## src/rtl/fetch_queue_if.sv

```systemverilog
// Fetch queue bus: ROM-side enqueue, decode-side dequeue and status.
// Parameterised by DEPTH so o_count matches the queue occupancy width.
interface fetch_queue_if #(
  parameter int DEPTH = 8
);
  localparam int CW = $clog2(DEPTH) + 1;

  logic             i_flush;
  logic [31:0]      i_redirect_pc;
  logic [0:1][31:0] i_insts;
  logic [1:0]       i_valid;
  logic [1:0]       i_deq;
  logic             o_fetch_en;
  logic [0:1][31:0] o_insts;
  logic [0:1][31:0] o_pcs;
  logic [1:0]       o_valid;
  logic [CW-1:0]    o_count;
  logic             o_overflow;

  modport master (
    output i_flush,
    output i_redirect_pc,
    output i_insts,
    output i_valid,
    output i_deq,
    input  o_fetch_en,
    input  o_insts,
    input  o_pcs,
    input  o_valid,
    input  o_count,
    input  o_overflow
  );

  modport slave (
    input  i_flush,
    input  i_redirect_pc,
    input  i_insts,
    input  i_valid,
    input  i_deq,
    output o_fetch_en,
    output o_insts,
    output o_pcs,
    output o_valid,
    output o_count,
    output o_overflow
  );
endinterface

```

## src/rtl/fetch_queue.sv

```systemverilog
// 2-wide PC-tagging instruction buffer between ROM and decode.
// Optional FETCH_QUEUE_BYPASS_EN: zero-latency pass-through when empty.
module fetch_queue #(
  parameter int          DEPTH    = 8,
  parameter logic [31:0] RESET_PC = 32'h0000_0000
) (
  input  logic        i_clk,
  input  logic        i_rst_n,
  fetch_queue_if.slave bus
);
  localparam int AW = $clog2(DEPTH);
  localparam int CW = AW + 1;
  localparam logic [CW-1:0] DEPTH_C = CW'(DEPTH);

  typedef logic [AW-1:0] ptr_t;
  typedef logic [CW-1:0] cnt_t;

  logic [31:0] inst_mem_q [DEPTH];
  logic [31:0] pc_mem_q   [DEPTH];

  ptr_t        wr_ptr_q, wr_ptr_d;
  ptr_t        rd_ptr_q, rd_ptr_d;
  cnt_t        count_q, count_d;
  logic [31:0] pc_next_q, pc_next_d;
  logic        ovf_q, ovf_d;

  logic        byp;
  logic [1:0]  nenq, nvis, nreq, ndeq;
  logic [1:0]  nbyp, npend, nwr, nadv;
  logic [31:0] e0, e1, w0, pc_w0;
  cnt_t        room;
  logic        drop;
  logic        we0, we1;
  ptr_t        rd_ptr_n1, wr_ptr_n1;

  assign rd_ptr_n1 = rd_ptr_q + 1'b1;
  assign wr_ptr_n1 = wr_ptr_q + 1'b1;

`ifdef FETCH_QUEUE_BYPASS_EN
  assign byp = (count_q == '0) && !bus.i_flush;
`else
  assign byp = 1'b0;
`endif

  always_comb begin
    nenq = {1'b0, bus.i_valid[0]} + {1'b0, bus.i_valid[1]};
    e0   = bus.i_valid[0] ? bus.i_insts[0] : bus.i_insts[1];
    e1   = bus.i_insts[1];
    nvis = (count_q >= cnt_t'(2)) ? 2'd2 : count_q[1:0];
    nreq = (bus.i_deq == 2'd3) ? 2'd2 : bus.i_deq;
    ndeq = (nreq > nvis) ? nvis : nreq;
    // Bypassed slots consumed this cycle never reach storage.
    nbyp  = byp ? ((nreq > nenq) ? nenq : nreq) : 2'd0;
    npend = nenq - nbyp;
    room  = DEPTH_C - count_q + cnt_t'(ndeq);
    drop  = cnt_t'(npend) > room;
    nwr   = drop ? room[1:0] : npend;
    nadv  = nbyp + nwr;
    w0    = (nbyp == 2'd0) ? e0 : e1;
    pc_w0 = pc_next_q + {28'd0, nbyp, 2'b00};
  end

  always_comb begin
    wr_ptr_d  = wr_ptr_q + ptr_t'(nwr);
    rd_ptr_d  = rd_ptr_q + ptr_t'(ndeq);
    count_d   = count_q + cnt_t'(nwr) - cnt_t'(ndeq);
    pc_next_d = pc_next_q + {28'd0, nadv, 2'b00};
    ovf_d     = ovf_q | drop;
    we0       = !bus.i_flush && (nwr != 2'd0);
    we1       = !bus.i_flush && (nwr == 2'd2);
    if (bus.i_flush) begin
      wr_ptr_d  = '0;
      rd_ptr_d  = '0;
      count_d   = '0;
      pc_next_d = bus.i_redirect_pc;
      ovf_d     = ovf_q;
    end
  end

  always_ff @(posedge i_clk or negedge i_rst_n) begin
    if (!i_rst_n) begin
      wr_ptr_q  <= '0;
      rd_ptr_q  <= '0;
      count_q   <= '0;
      pc_next_q <= RESET_PC;
      ovf_q     <= 1'b0;
    end else begin
      wr_ptr_q  <= wr_ptr_d;
      rd_ptr_q  <= rd_ptr_d;
      count_q   <= count_d;
      pc_next_q <= pc_next_d;
      ovf_q     <= ovf_d;
    end
  end

  // Storage is left unreset; o_valid masks stale entries.
  always_ff @(posedge i_clk) begin
    if (we0) begin
      inst_mem_q[wr_ptr_q] <= w0;
      pc_mem_q[wr_ptr_q]   <= pc_w0;
    end
    if (we1) begin
      inst_mem_q[wr_ptr_n1] <= e1;
      pc_mem_q[wr_ptr_n1]   <= pc_w0 + 32'd4;
    end
  end

  always_comb begin
    bus.o_insts = '0;
    bus.o_pcs   = '0;
    bus.o_valid = 2'b00;
    if (byp) begin
      if (nenq != 2'd0) begin
        bus.o_insts[0] = e0;
        bus.o_pcs[0]   = pc_next_q;
        bus.o_valid    = 2'b01;
      end
      if (nenq == 2'd2) begin
        bus.o_insts[1] = e1;
        bus.o_pcs[1]   = pc_next_q + 32'd4;
        bus.o_valid    = 2'b11;
      end
    end else begin
      if (count_q != '0) begin
        bus.o_insts[0] = inst_mem_q[rd_ptr_q];
        bus.o_pcs[0]   = pc_mem_q[rd_ptr_q];
        bus.o_valid    = 2'b01;
      end
      if (count_q >= cnt_t'(2)) begin
        bus.o_insts[1] = inst_mem_q[rd_ptr_n1];
        bus.o_pcs[1]   = pc_mem_q[rd_ptr_n1];
        bus.o_valid    = 2'b11;
      end
    end
  end

  // Four free slots leave room for the pair already in flight in the ROM.
  assign bus.o_fetch_en = !bus.i_flush
                        && ((DEPTH_C - count_q) >= cnt_t'(4));
  assign bus.o_count    = count_q;
  assign bus.o_overflow = ovf_q;
endmodule

```

## src/flat_wrapper.sv

```systemverilog
// flat-port wrapper written by rule: the top's interface ports become plain ports
module fetch_queue_flat 
#(
  parameter int          DEPTH    = 8,
  parameter logic [31:0] RESET_PC = 32'h0000_0000
)
  (i_clk, i_rst_n, bus_i_flush, bus_i_redirect_pc, bus_i_insts, bus_i_valid, bus_i_deq, bus_o_fetch_en, bus_o_insts, bus_o_pcs, bus_o_valid, bus_o_count, bus_o_overflow);
  fetch_queue_if #(.DEPTH(DEPTH)) bus_i ();
  input  logic i_clk;
  input  logic i_rst_n;
  input wire logic [$bits(bus_i.i_flush)-1:0] bus_i_flush;
  input wire logic [$bits(bus_i.i_redirect_pc)-1:0] bus_i_redirect_pc;
  input wire logic [$bits(bus_i.i_insts)-1:0] bus_i_insts;
  input wire logic [$bits(bus_i.i_valid)-1:0] bus_i_valid;
  input wire logic [$bits(bus_i.i_deq)-1:0] bus_i_deq;
  output wire logic [$bits(bus_i.o_fetch_en)-1:0] bus_o_fetch_en;
  output wire logic [$bits(bus_i.o_insts)-1:0] bus_o_insts;
  output wire logic [$bits(bus_i.o_pcs)-1:0] bus_o_pcs;
  output wire logic [$bits(bus_i.o_valid)-1:0] bus_o_valid;
  output wire logic [$bits(bus_i.o_count)-1:0] bus_o_count;
  output wire logic [$bits(bus_i.o_overflow)-1:0] bus_o_overflow;
  assign bus_i.i_flush = bus_i_flush;
  assign bus_i.i_redirect_pc = bus_i_redirect_pc;
  assign bus_i.i_insts = bus_i_insts;
  assign bus_i.i_valid = bus_i_valid;
  assign bus_i.i_deq = bus_i_deq;
  assign bus_o_fetch_en = bus_i.o_fetch_en;
  assign bus_o_insts = bus_i.o_insts;
  assign bus_o_pcs = bus_i.o_pcs;
  assign bus_o_valid = bus_i.o_valid;
  assign bus_o_count = bus_i.o_count;
  assign bus_o_overflow = bus_i.o_overflow;
  fetch_queue #(.DEPTH(DEPTH), .RESET_PC(RESET_PC)) u_core (.i_clk(i_clk), .i_rst_n(i_rst_n), .bus(bus_i));
endmodule
```

## config.mk

```make
export PLATFORM = sky130hd
export DESIGN_NAME = fetch_queue_flat
export DESIGN_NICKNAME = d
export VERILOG_FILES = /design/src/rtl/fetch_queue_if.sv /design/src/rtl/fetch_queue.sv /design/src/flat_wrapper.sv
export SDC_FILE = /design/constraint.sdc
export NUM_CORES = 1
export LEC_CHECK = 0
export ABC_AREA = 0
export BUFFER_PORTS_ARGS = -buffer_cell sky130_fd_sc_hd__buf_2
export CAP_MARGIN = 10
export CELL_PAD_IN_SITES_DETAIL_PLACEMENT = 2
export CELL_PAD_IN_SITES_GLOBAL_PLACEMENT = 2
export CORE_AREA = 2 2 298 300
export CTS_BUF_LIST = sky130_fd_sc_hd__clkbuf_8 sky130_fd_sc_hd__clkbuf_16
export CTS_CLUSTER_DIAMETER = 50
export DETAILED_ROUTE_END_ITERATION = 6
export DIE_AREA = 0 0 300 302
export PLACE_DENSITY = 0.74
export SLEW_MARGIN = 20
export SYNTH_ARGS = -nofsm -noshare
export SYNTH_HDL_FRONTEND = slang
export SYNTH_SLANG_ARGS = --single-unit
```

## constraint.sdc

```tcl
create_clock -name i_clk -period 22.6 [get_ports i_clk]
set_input_delay 4.52 -clock i_clk [delete_from_list [all_inputs] [get_ports i_clk]]
set_output_delay 4.52 -clock i_clk [all_outputs]
set_load 0.01 [all_outputs]
```

==> summary.txt, run 1 <==
Critical path
  – Cell repeated most along the worst path: buf_2
  – Worst reg2reg path depth: 22
  – Startpoint types: primary input
  – Slowest cell delay on critical path: 0.66 ns
  – Worst setup EP type: output port
  – Critical Path RT: 18.08 ns
  – Cell breakdown of the critical path: buf_2 -> buf_4 -> a21oi_1 -> buf_2
  – CP max FO: 76
  – WP data arrival: 5.82 ns
  – CP Class: primary input to output port
  – CP max-delay cell: buf_4
  – R2R setup slack: 15.18 ns

Drt
  – DR iter-0 viols: 2228
  – Pre-Repair DR Iteration Count: 5
  – Wire per inst: 31.7 um
  – Vias/cell: 6.33
  – Routed WL: 125000 um
  – DR WL met3: 7750 um
  – Routed length on met2: 63200 um
  – DRT antenna net count: 0
  – DR DRC count: 0
  – Via count: 25000
  – M1 WL: 49900 um
  – Max layer used: met5

Clocking
  – Cts repair resizes: 0
  – Root Driver: clkbuf_16
  – # hold bufs at CTS: 0
  – Clock transition at path regs: 0.06 ns
  – Number of clock sinks: 555
  – Clock network latency to the later pin of the worst-skew pair: 0.64 ns
  – TritonCTS clock tree: built
  – # Post-CTS Setup Buffers: 0
  – Clk buf depth: 3
  – CTS HTree Levels: 3
  – Num CTS Buffers: 79

Place
  – HPWL after DPL: 74800 um
  – RD Place Congestion: 0.794
  – PortBufs: 238

Logic synthesis
  – Fraction of synthesized area in multiplexers: 28.2%
  – Count of different cell masters after synthesis: 53
  – Post-Synth XOR/XNOR Area: 6.84%
  – Mapped Area: 0.0348 sq mm
  – Adder-cell share of the synthesized area: 1.17%
  – EDFF count, synth: 512
  – Synth Instances: 2609
  – Syn avg cell area: 13.3 sq um
  – Post-synthesis compound-gate area fraction: 6.93%
  – Largest family of logic cells by synthesized area: multiplexers
  – FFs w/ async S/R, synth: 7.75%
  – YS warnings: 0
  – Post-synthesis simple-gate area fraction: 5.94%
  – Synth Net Count: 2741
  – Synth Register Bits: 555
  – Main synth FF type: edfxtp_1
  – Sequential area share after synthesis: 47.3%

Min path
  – Hold crit path type: register to register
  – Worst Hold Depth: 0

STA
  – Final setup violation count: 0
  – Part of the cycle the worst path needs: 45.8%
  – Setup TNS: 0 ns
  – Final Hold Viols: 0
  – RSZ-0062 raised after global routing: false
  – Fmax: 96.7 MHz
  – Least-Margin Pin Slew: 1.16 ns
  – Final Max Tran Viols: 0
  – Layout Skew: 0.0216 ns
  – Worst Hold Slack: 0.614 ns
  – Slew headroom: 23.0%
  – Min Tclk post-route: 10.34 ns

Finish
  – Share of layout cells above drive strength 1: 36.2%
  – # fillers: 8471
  – Commonest non-fill, non-tap cell in the layout: edfxtp_1
  – Most frequent cells in the layout: 512 x edfxtp_1, 299 x mux2_2, 293 x nand2_1
  – Fin nets: 2851
  – Area grow syn2layout: 13.7%
  – Ant diodes: 0

Pwr
  – VDD IR max: 0.0801 mV
  – Pwr dens: 129 mW/mm^2
  – Leak pwr: 13.4 nW

Die
  – Die Height: 302 um
  – Initial Utilization: 39.7%
  – Die W: 300 um
  – Boundary pin count: 239
  – Core box area: 0.0876 sq mm
  – Core Rows: 109
  – Die area: 0.0906 sq mm

Job
  – MaxCap Viol Count: 0

Global routing
  – Largest net degree at the start of global routing: 226
  – Initial antenna violation count: 3
  – Number of global-route vias before repair: 27600
  – Total Routing Usage GR: 27.5%
  – First-pass GRT wire length: 185000 um
  – Grt total ovfl: 0

Run status
  – Status: finished, final reports clean
## cell families (layout without fill, tap and decap cells)
family          after synthesis  after routing
flops                       555            555
compound gates              349            349
simple gates                495            495
mux                         624            624
buf+inv                     287            460
fa+ha+maj                    29             29
xor+xnor                    270            270
## worst paths after layout
check / start / to
worst max register to register: u_core.bus.o_count[0]$_DFF_PN0_ / u_core.pc_mem_q[0][27]$_DFFE_PP_
worst min register to register: u_core.pc_next_q[1]$_DFFE_PN0P_ / u_core.pc_mem_q[5][1]$_DFFE_PP_
worst min-delay path: u_core.pc_next_q[1]$_DFFE_PN0P_ / u_core.pc_mem_q[5][1]$_DFFE_PP_
max in group asynchronous: i_rst_n / u_core.rd_ptr_q[0]$_DFF_PN0_
min in group asynchronous: i_rst_n / u_core.pc_next_q[11]$_DFF_PN0_
worst max-delay path: bus_i_flush / bus_o_fetch_en
## area by class of cell
cell class | count | area (sq um) | share of cell area, %
multi-input cells | 1767 | 17300 | 43.8
well taps | 1165 | 1460 | 3.69
repair buffers | 294 | 1640 | 4.16
flip-flops and latches | 555 | 16500 | 41.6
clock inverters | 61 | 546 | 1.38
inverters | 22 | 82.6 | 0.209
clock buffers | 83 | 2050 | 5.19
## stage by stage
step / utilization [%] / std cells / power (mW) / area, sq um / worst slack [ns]
2_1_floorplan: - / 2609 / 2.96 / 34800 / 8.01
3_3_place_gp: 42.2 / 3803 / 3.78 / 36900 / 12.08
3_5_place_dp: 42.2 / 3803 / 3.88 / 36900 / 11.91
4_1_cts: 45.1 / 3947 / 5.15 / 39500 / 12.20
5_1_grt: 45.2 / 3947 / 5.35 / 39600 / 12.16
6_report: 45.2 / 3947 / 5.12 / 39600 / 12.26
## sequential cells by signal (all words and copies together), names as in the netlist
name,cells
u_core.pc_next_q,32
u_core.bus.o_count,4
u_core.inst_mem_q,256
u_core.bus.o_overflow,1
u_core.pc_mem_q,256
u_core.rd_ptr_q,3
u_core.wr_ptr_q,3
## layer usage
metal / up-vias / track usage, %
li1: 10400 / -
met1: 13300 / 35.1
met2: 1026 / 47.5
met3: 255 / 3.60
met4: 2 / 10.6
met5: - / 0
## synth_stat cells, types with 3 or more instances
| master | number | area share, % |
|---|---|---|
| a21o_1 | 3 | 0.065 |
| mux4_2 | 256 | 17 |
| buf_2 | 29 | 0.42 |
| nand3_1 | 44 | 0.63 |
| dfrtp_1 | 43 | 3.1 |
| inv_1 | 20 | 0.22 |
| ha_1 | 23 | 0.83 |
| buf_1 | 58 | 0.63 |
| nor4_1 | 6 | 0.11 |
| mux2_2 | 299 | 9.7 |
| and2_1 | 3 | 0.054 |
| buf_6 | 13 | 0.42 |
| and4_1 | 3 | 0.076 |
| nor3b_1 | 3 | 0.065 |
| nor3_1 | 17 | 0.24 |
| fa_1 | 6 | 0.35 |
| a311oi_1 | 91 | 2.3 |
| mux2i_1 | 66 | 1.9 |
| a31oi_2 | 4 | 0.14 |
| xor2_1 | 246 | 6.2 |
| a31oi_1 | 131 | 2.4 |
| xnor2_1 | 23 | 0.58 |
| o21ai_0 | 28 | 0.40 |
| clkbuf_1 | 153 | 1.7 |
| a21oi_1 | 69 | 0.99 |
| a41o_1 | 3 | 0.086 |
| mux2_1 | 3 | 0.097 |
| a31o_2 | 3 | 0.076 |
| buf_4 | 12 | 0.26 |
| nor2_1 | 96 | 1.0 |
| edfxtp_1 | 512 | 44 |
| nand2_1 | 294 | 3.2 |
| nand4_1 | 17 | 0.31 |
| nor2b_1 | 7 | 0.13 |
## critical path, delay by kind of cell
family | cells | cell delay [ns]
buf+inv | 3 | 0.97
compound gates | 1 | 0.28
## report_power, final
| group | switching [mW] | internal, mW | total, mW |
|---|---|---|---|
| Clock | 0.498 | 0.752 | 1.25 |
| Combinational | 1.42 | 0.930 | 2.35 |
| Sequential | 0.173 | 1.34 | 1.51 |
| Total | 2.10 | 3.02 | 5.12 |
Note: power is estimated with default switching activity, not from simulation.
==> run 2: changes to the inputs <==
--- a/config.mk
+++ b/config.mk
@@ -15,7 +15,7 @@
 export CTS_CLUSTER_DIAMETER = 50
 export DETAILED_ROUTE_END_ITERATION = 6
 export DIE_AREA = 0 0 300 302
-export PLACE_DENSITY = 0.74
+export PLACE_DENSITY = 0.77
 export SLEW_MARGIN = 20
 export SYNTH_ARGS = -nofsm -noshare
 export SYNTH_HDL_FRONTEND = slang
==> constraint.sdc (replaced) <==
create_clock -name i_clk -period 9 [get_ports i_clk]
set_input_delay 1.8 -clock i_clk [delete_from_list [all_inputs] [get_ports i_clk]]
set_output_delay 1.8 -clock i_clk [all_outputs]
set_load 0.01 [all_outputs]
==> run 2 against run 1 <==
  * Non-clock buffer count rose by 2
  * Wire length rose by 2.1%
  * Count of clock-buffer cells in the layout rose by 1
  * Worst setup slack got worse by 10 ns
  * Final area rose by 0.63%
  * Cell count rose by 0.28%
  * Total power rose to 2.6 times the previous value
  * Global-route usage rose by 0.58 points
  * Clock skew rose by 0.0027 ns
  * Largest power group unchanged
  * Highest routed layer unchanged
==> summary.txt, run 2 (same netlist as run 1, synthesis figures left out) <==
Clocking
  – Num CTS Buffers: 82
  – Clk buf depth: 3
  – CTS HTree Levels: 3
  – # Post-CTS Setup Buffers: 0
  – Clock transition at path regs: 0.06 ns
  – Cts repair resizes: 0
  – # hold bufs at CTS: 0
  – Number of clock sinks: 555
  – TritonCTS clock tree: built
  – Clock network latency to the later pin of the worst-skew pair: 0.64 ns
  – Root Driver: clkbuf_16

Job
  – MaxCap Viol Count: 0

Critical path
  – Startpoint types: register
  – Worst reg2reg path depth: 27
  – Reg2reg start: u_core.bus.o_count[0]$_DFF_PN0_
  – R2R setup slack: 1.91 ns
  – WP data arrival: 7.64 ns
  – CP Class: register to register
  – Worst setup EP type: register
  – Critical Path RT: 9.54 ns
  – CP max FO: 17
  – Worst R2R End: u_core.pc_next_q[26]$_DFF_PN0_

Global routing
  – Grt total ovfl: 0
  – Total Routing Usage GR: 28.0%
  – First-pass GRT wire length: 189000 um
  – Largest net degree at the start of global routing: 227
  – Number of global-route vias before repair: 28200
  – Initial antenna violation count: 3

STA
  – Min Tclk post-route: 7.09 ns
  – Layout Skew: 0.0243 ns
  – Worst Hold Slack: 0.494 ns
  – Fmax: 141 MHz
  – RSZ-0062 raised after global routing: false
  – Crit path setup slack, layout: 1.91 ns
  – Final Max Tran Viols: 0
  – Final setup violation count: 0
  – Least-Margin Pin Slew: 1.20 ns
  – Final Hold Viols: 0
  – Slew headroom: 20.0%
  – Part of the cycle the worst path needs: 78.8%

Die
  – Initial Utilization: 39.7%
  – Core Rows: 109
  – Core box area: 0.0876 sq mm
  – Boundary pin count: 239
  – Die W: 300 um
  – Die area: 0.0906 sq mm
  – Die Height: 302 um

Min path
  – Hold crit path type: register to register
  – Hold endpoint: u_core.bus.o_overflow$_DFFE_PN0N_
  – Worst hold start: u_core.bus.o_overflow$_DFFE_PN0N_
  – Worst Hold Depth: 1

Pwr
  – VDD IR max: 0.309 mV
  – Leak pwr: 13.5 nW
  – Tot Pwr: 13.1 mW
  – Pwr dens: 329 mW/mm^2

Finish
  – Commonest non-fill, non-tap cell in the layout: edfxtp_1
  – Fin nets: 2856
  – Final Cell Area: 0.0398 sq mm
  – Most frequent cells in the layout: 512 x edfxtp_1, 299 x mux2_2, 293 x nand2_1
  – Fin cells: 3958
  – Biggest regs: u_core.inst_mem_q (256), u_core.pc_mem_q (256), u_core.pc_next_q (32)
  – Area grow syn2layout: 14.4%
  – Share of layout cells above drive strength 1: 36.4%

Place
  – PortBufs: 238
  – Dpl ws: 1.66 ns
  – RD Place Congestion: 0.790
  – Placed cell area: 0.0370 sq mm
  – HPWL after DPL: 74700 um
  – Dpl cells: 3805

Drt
  – Vias/cell: 6.40
  – DRT antenna net count: 0
  – DR iter-0 viols: 2044
  – Via count: 25300
  – Wire per inst: 32.3 um
  – Pre-Repair DR Iteration Count: 5
  – DR DRC count: 0
  – Routed WL: 128000 um

Run status
  – Status: finished, final reports clean
run 2: changes by cell type in the layout (fill, tap and decap cells not counted), moves of 3 or more:
cell and change:
clkinv_4 +3, buf_4 -4, buf_12 +6, clkinv_1 -3, inv_6 +4
run 2: metrics by stage:
stage | utilization (%) | setup TNS, ns
after floorplan | - | -367.23
after global placement | 42.3 | 0
after detailed placement | 42.3 | 0
after CTS | 45.4 | 0
after global routing | 45.5 | 0
final | 45.5 | 0
run 2: final cells by class:
class,instances,area (sq um)
clock buffer,84,2090
clock inverter,68,672
tap,1165,1460
antenna,1,2.50
multi-input combinational,1767,17300
timing repair buffer,296,1730
sequential,555,16500
fill,8417,47800
inverter,22,82.6
run 2: how the worst max path moves through the flow:
stage | from | end | slack (ns)
3_5_place_dp | bus_i_deq[1] | u_core.pc_next_q[26]$_DFF_PN0_ | 1.66
6_report | u_core.bus.o_count[0]$_DFF_PN0_ | u_core.pc_next_q[26]$_DFF_PN0_ | 1.91
2_1_floorplan | bus_i_deq[1] | u_core.inst_mem_q[1][0]$_DFFE_PP_ | -2.87
5_1_grt | u_core.bus.o_count[0]$_DFF_PN0_ | u_core.pc_next_q[26]$_DFF_PN0_ | 1.47
4_1_cts | u_core.bus.o_count[0]$_DFF_PN0_ | u_core.pc_next_q[26]$_DFF_PN0_ | 1.91
3_3_place_gp | bus_i_deq[1] | u_core.pc_next_q[30]$_DFF_PN0_ | 1.80
run 2: layer usage:
| layer | vias to the layer above | GRT usage [%] | wire, um |
|---|---|---|---|
| li1 | 10400 | - | - |
| met2 | 1091 | 49.5 | 65600 |
| met3 | 284 | 4.35 | 8410 |
| met4 | 2 | 11.0 | 4580 |
| met1 | 13500 | 34.5 | 49300 |
| met5 | - | 0 | 11 |
run 2: worst max-delay path: stages (launching register included):
cell	delay [ns]
dfrtp_1	0.60
inv_1	0.26
ha_1	0.26
nor2_1	0.11
and2_4	0.34
inv_1	0.10
nor2_1	0.14
ha_1	0.18
nor2_1	0.05
o22ai_1	0.19
nor2_1	0.07
a21oi_1	0.55
ha_1	0.32
fa_1	0.47
inv_1	0.10
ha_1	0.24
nand2_1	0.07
o211ai_1	0.16
a21oi_1	0.47
mux2i_1	0.44
ha_1	0.29
fa_1	0.30
nand3_1	0.28
nor4_1	0.27
buf_4	0.21
nand4_1	0.12
xor2_1	0.19
o21ai_0	0.18
run 2: report_power, final:
part	internal [mW]	total [mW]	leakage (nW)	switching [mW]
combinational	2.35	6.01	6.93	3.66
clock	1.99	3.29	1.39	1.30
sequential	3.36	3.78	5.18	0.425
total	7.70	13.1	13.5	5.38
==> run 3: changes to the inputs <==
--- a/config.mk
+++ b/config.mk
@@ -5,17 +5,17 @@
 export SDC_FILE = /design/constraint.sdc
 export NUM_CORES = 1
 export LEC_CHECK = 0
-export ABC_AREA = 0
+export ABC_AREA = 1
 export BUFFER_PORTS_ARGS = -buffer_cell sky130_fd_sc_hd__buf_2
 export CAP_MARGIN = 10
 export CELL_PAD_IN_SITES_DETAIL_PLACEMENT = 2
 export CELL_PAD_IN_SITES_GLOBAL_PLACEMENT = 2
-export CORE_AREA = 2 2 298 300
+export CORE_AREA = 2 2 317 319
 export CTS_BUF_LIST = sky130_fd_sc_hd__clkbuf_8 sky130_fd_sc_hd__clkbuf_16
 export CTS_CLUSTER_DIAMETER = 50
 export DETAILED_ROUTE_END_ITERATION = 6
-export DIE_AREA = 0 0 300 302
-export PLACE_DENSITY = 0.77
+export DIE_AREA = 0 0 319 321
+export PLACE_DENSITY = 0.8
 export SLEW_MARGIN = 20
 export SYNTH_ARGS = -nofsm -noshare
 export SYNTH_HDL_FRONTEND = slang
==> constraint.sdc (replaced) <==
create_clock -name i_clk -period 7.2 [get_ports i_clk]
set_input_delay 1.44 -clock i_clk [delete_from_list [all_inputs] [get_ports i_clk]]
set_output_delay 1.44 -clock i_clk [all_outputs]
set_load 0.01 [all_outputs]
==> run 3 against run 2 <==
  * Final area is 4.5% higher
  * Highest routed layer unchanged
  * Synthesized area is 4.6% higher
  * Clock skew is 0.0069 ns higher
  * Combinational power is 75% higher
  * Worst setup slack worse by 0.88 ns
  * Sequential power is 24% higher
  * Via count is 51% higher
  * Global-route usage is 5.9 points higher
  * Critical endpoint is now u_core.pc_mem_q[0][13]$_DFFE_PP_
  * Sequential share of layout area is 1.8 points lower
  * Critical path type unchanged
  * Non-clock buffer count is 32 higher
  * Die area is 13% higher
==> summary.txt, run 3 <==
STA
  – Layout Skew: 0.0312 ns
  – Part of the cycle the worst path needs: 85.7%
  – Least-Margin Pin Slew: 1.26 ns
  – Min Tclk post-route: 6.17 ns
  – Fmax: 162 MHz
  – Final Max Tran Viols: 0
  – Slew headroom: 15.9%
  – RSZ-0062 raised after global routing: false
  – Crit path setup slack, layout: 1.03 ns
  – Final Hold Viols: 0
  – Final setup violation count: 0
  – Setup TNS: 0 ns

Finish
  – Final core utilization: 41.9%
  – Biggest regs: u_core.inst_mem_q (256), u_core.pc_mem_q (256), u_core.pc_next_q (32)
  – Multi-input logic area: 0.0176 sq mm
  – Most frequent cells in the layout: 1114 x nand2_1, 667 x o21ai_0, 619 x nor2_1
  – Fin cells: 5930
  – Share of layout cells above drive strength 1: 14.1%
  – Area grow syn2layout: 14.3%
  – Ant diodes: 0
  – # fillers: 11100
  – Fin nets: 4689
  – Commonest non-fill, non-tap cell in the layout: nand2_1
  – Reg area: 0.0165 sq mm

Min path
  – Worst Hold Depth: 1
  – Hold crit path type: register to register

Logic synthesis
  – EDFF count, synth: 512
  – Syn avg cell area: 7.86 sq um
  – Count of different cell masters after synthesis: 41
  – Mapped Area: 0.0364 sq mm
  – Sequential area share after synthesis: 45.2%
  – FFs w/ async S/R, synth: 7.75%
  – YS warnings: 0
  – Ranking of synthesized cells by area: edfxtp_1 42%, nand2_1 12%, o21ai_0 9.2%
  – Commonest cells post-synth: 1124 x nand2_1, 667 x o21ai_0, 628 x nor2_1
  – Synth Register Bits: 555
  – Synth Net Count: 4766
  – Leading area contributor after synthesis: edfxtp_1
  – Cell with the most instances after synthesis: nand2_1
  – Synth Instances: 4634
  – Main synth FF type: edfxtp_1
  – Yosys top cell area share: 42.2%

Pwr
  – Tot Pwr: 19.8 mW
  – Pint: 9.79 mW
  – Power share of the clock group: 23.5%
  – Switching part of the total power: 50.6%
  – Part of the power in combinational logic: 52.9%
  – Leak pwr: 16.8 nW
  – P_sw: 10.0 mW
  – VDD IR max: 0.473 mV
  – Sequential Power Share: 23.6%
  – Pwr dens: 476 mW/mm^2

Drt
  – DR DRC count: 0
  – Routed WL: 178000 um
  – DRT antenna net count: 0
  – Pre-Repair DR Iteration Count: 5
  – Wire per inst: 30.0 um
  – Via count: 38200
  – DR iter-0 viols: 3789
  – Vias/cell: 6.45

Global routing
  – First-pass GRT wire length: 265000 um
  – Number of global-route vias before repair: 41000
  – Total Routing Usage GR: 33.9%
  – GR peak layer: met2
  – Initial antenna violation count: 4
  – Met1 Use GR: 44.5%
  – Met3 Use GR: 5.13%
  – Grt total ovfl: 0
  – Global routing met2 resource utilization: 56.3%
  – Largest net degree at the start of global routing: 239

Clocking
  – Root Driver: clkbuf_16
  – Clk buf depth: 3
  – Num CTS Buffers: 89
  – TritonCTS clock tree: built
  – CTS HTree Levels: 3
  – Cts repair resizes: 0
  – # Post-CTS Setup Buffers: 0
  – Clock transition at path regs: 0.06 ns
  – Clock network latency to the later pin of the worst-skew pair: 0.66 ns
  – Number of clock sinks: 555
  – # hold bufs at CTS: 0

Job
  – MaxCap Viol Count: 0

Die
  – Die Height: 321 um
  – Die area: 0.102 sq mm
  – Initial Utilization: 36.7%
  – Core Rows: 116
  – Core box area: 0.0993 sq mm
  – Boundary pin count: 239
  – Die W: 319 um

Critical path
  – Worst reg2reg path depth: 25
  – Startpoint types: register
  – CP Class: register to register
  – Critical Path RT: 7.71 ns
  – WP data arrival: 6.68 ns
  – Worst setup EP type: register
  – CP max FO: 132

Place
  – Dpl cells: 5764
  – RD Place Congestion: 0.836
  – HPWL after DPL: 101000 um
  – Dpl ws: 0.754 ns
  – PortBufs: 238

Run status
  – Status: finished, final reports clean
run 3: area by class of cell:
cell class	instances	share of cell area, %
Inverter	140	1.31
Clock buffer	91	5.47
Tap cell	1298	3.90
Multi-Input combinational cell	3443	42.2
Timing Repair Buffer	328	5.48
Sequential cell	555	39.6
Clock inverter	75	2.06
run 3: worst max-delay path: stages, from the launching register on:
cell      delay (ns)
dfrtp_1         0.45
inv_1           0.19
ha_1            0.24
nand2_1         0.13
nor2_4          0.14
inv_1           0.07
nor2_1          0.13
ha_1            0.25
inv_1           0.07
o22ai_1         0.09
nor2_1          0.11
a21oi_1         0.11
ha_1            0.25
fa_1            0.58
inv_1           0.07
ha_1            0.30
inv_1           0.05
o21bai_1        0.15
nand2_1         0.09
nor2_2          0.21
nand4_1         0.17
nand2_4         0.22
buf_12          0.50
buf_4           0.89
nand4_1         0.27
nand2_1         0.17
run 3: cells by family (layout without fill, tap and decap cells):
logic type               after synthesis  count (layout)  share of synthesized area, %
buffers and inverters                636             634                          7.25
XOR/XNOR                              43              43                          1.06
AND/OR/NAND/NOR                     2384            2384                          28.8
flip-flops                           555             555                          45.2
AO/OA/AOI/OAI                        955             955                          15.6
adder cells (fa/ha/maj)               29              29                          1.12
multiplexers                          32              32                         0.990
run 3: final timing paths:
kind	slack (ns)	startpoint	end
min in group asynchronous	0.90	i_rst_n	u_core.pc_next_q[20]$_DFF_PN0_
worst min register to register	0.58	u_core.bus.o_overflow$_DFFE_PN0N_	u_core.bus.o_overflow$_DFFE_PN0N_
worst max register to register	1.03	u_core.bus.o_count[2]$_DFF_PN0_	u_core.pc_mem_q[0][13]$_DFFE_PP_
max in group asynchronous	5.78	i_rst_n	u_core.rd_ptr_q[0]$_DFF_PN0_
worst min-delay path	0.58	u_core.bus.o_overflow$_DFFE_PN0N_	u_core.bus.o_overflow$_DFFE_PN0N_
worst max-delay path	1.03	u_core.bus.o_count[2]$_DFF_PN0_	u_core.pc_mem_q[0][13]$_DFFE_PP_
run 3: power groups by stage:
stage	Sequential (mW)	Clock (mW)	Combinational, mW
finish	4.68	4.65	10.5
floorplan	4.46	0	6.07
global route	4.71	4.81	11.1
global placement	4.68	0	9.93
CTS	4.66	4.69	10.3
detailed placement	4.71	0	10.2
run 3: metrics by stage:
step | area, sq um | hold slack [ns]
after global routing | 41600 | 0.600
after detailed placement | 38500 | 0.581
after floorplan | 36400 | 0.513
final | 41600 | 0.581
after CTS | 41600 | 0.594
after global placement | 38500 | 0.542
run 3: layer usage:
metal	vias to the layer above	wire length [um]
met5	-	13
met4	2	6980
met3	447	13700
met2	1754	83800
met1	19800	73500
li1	16300	-
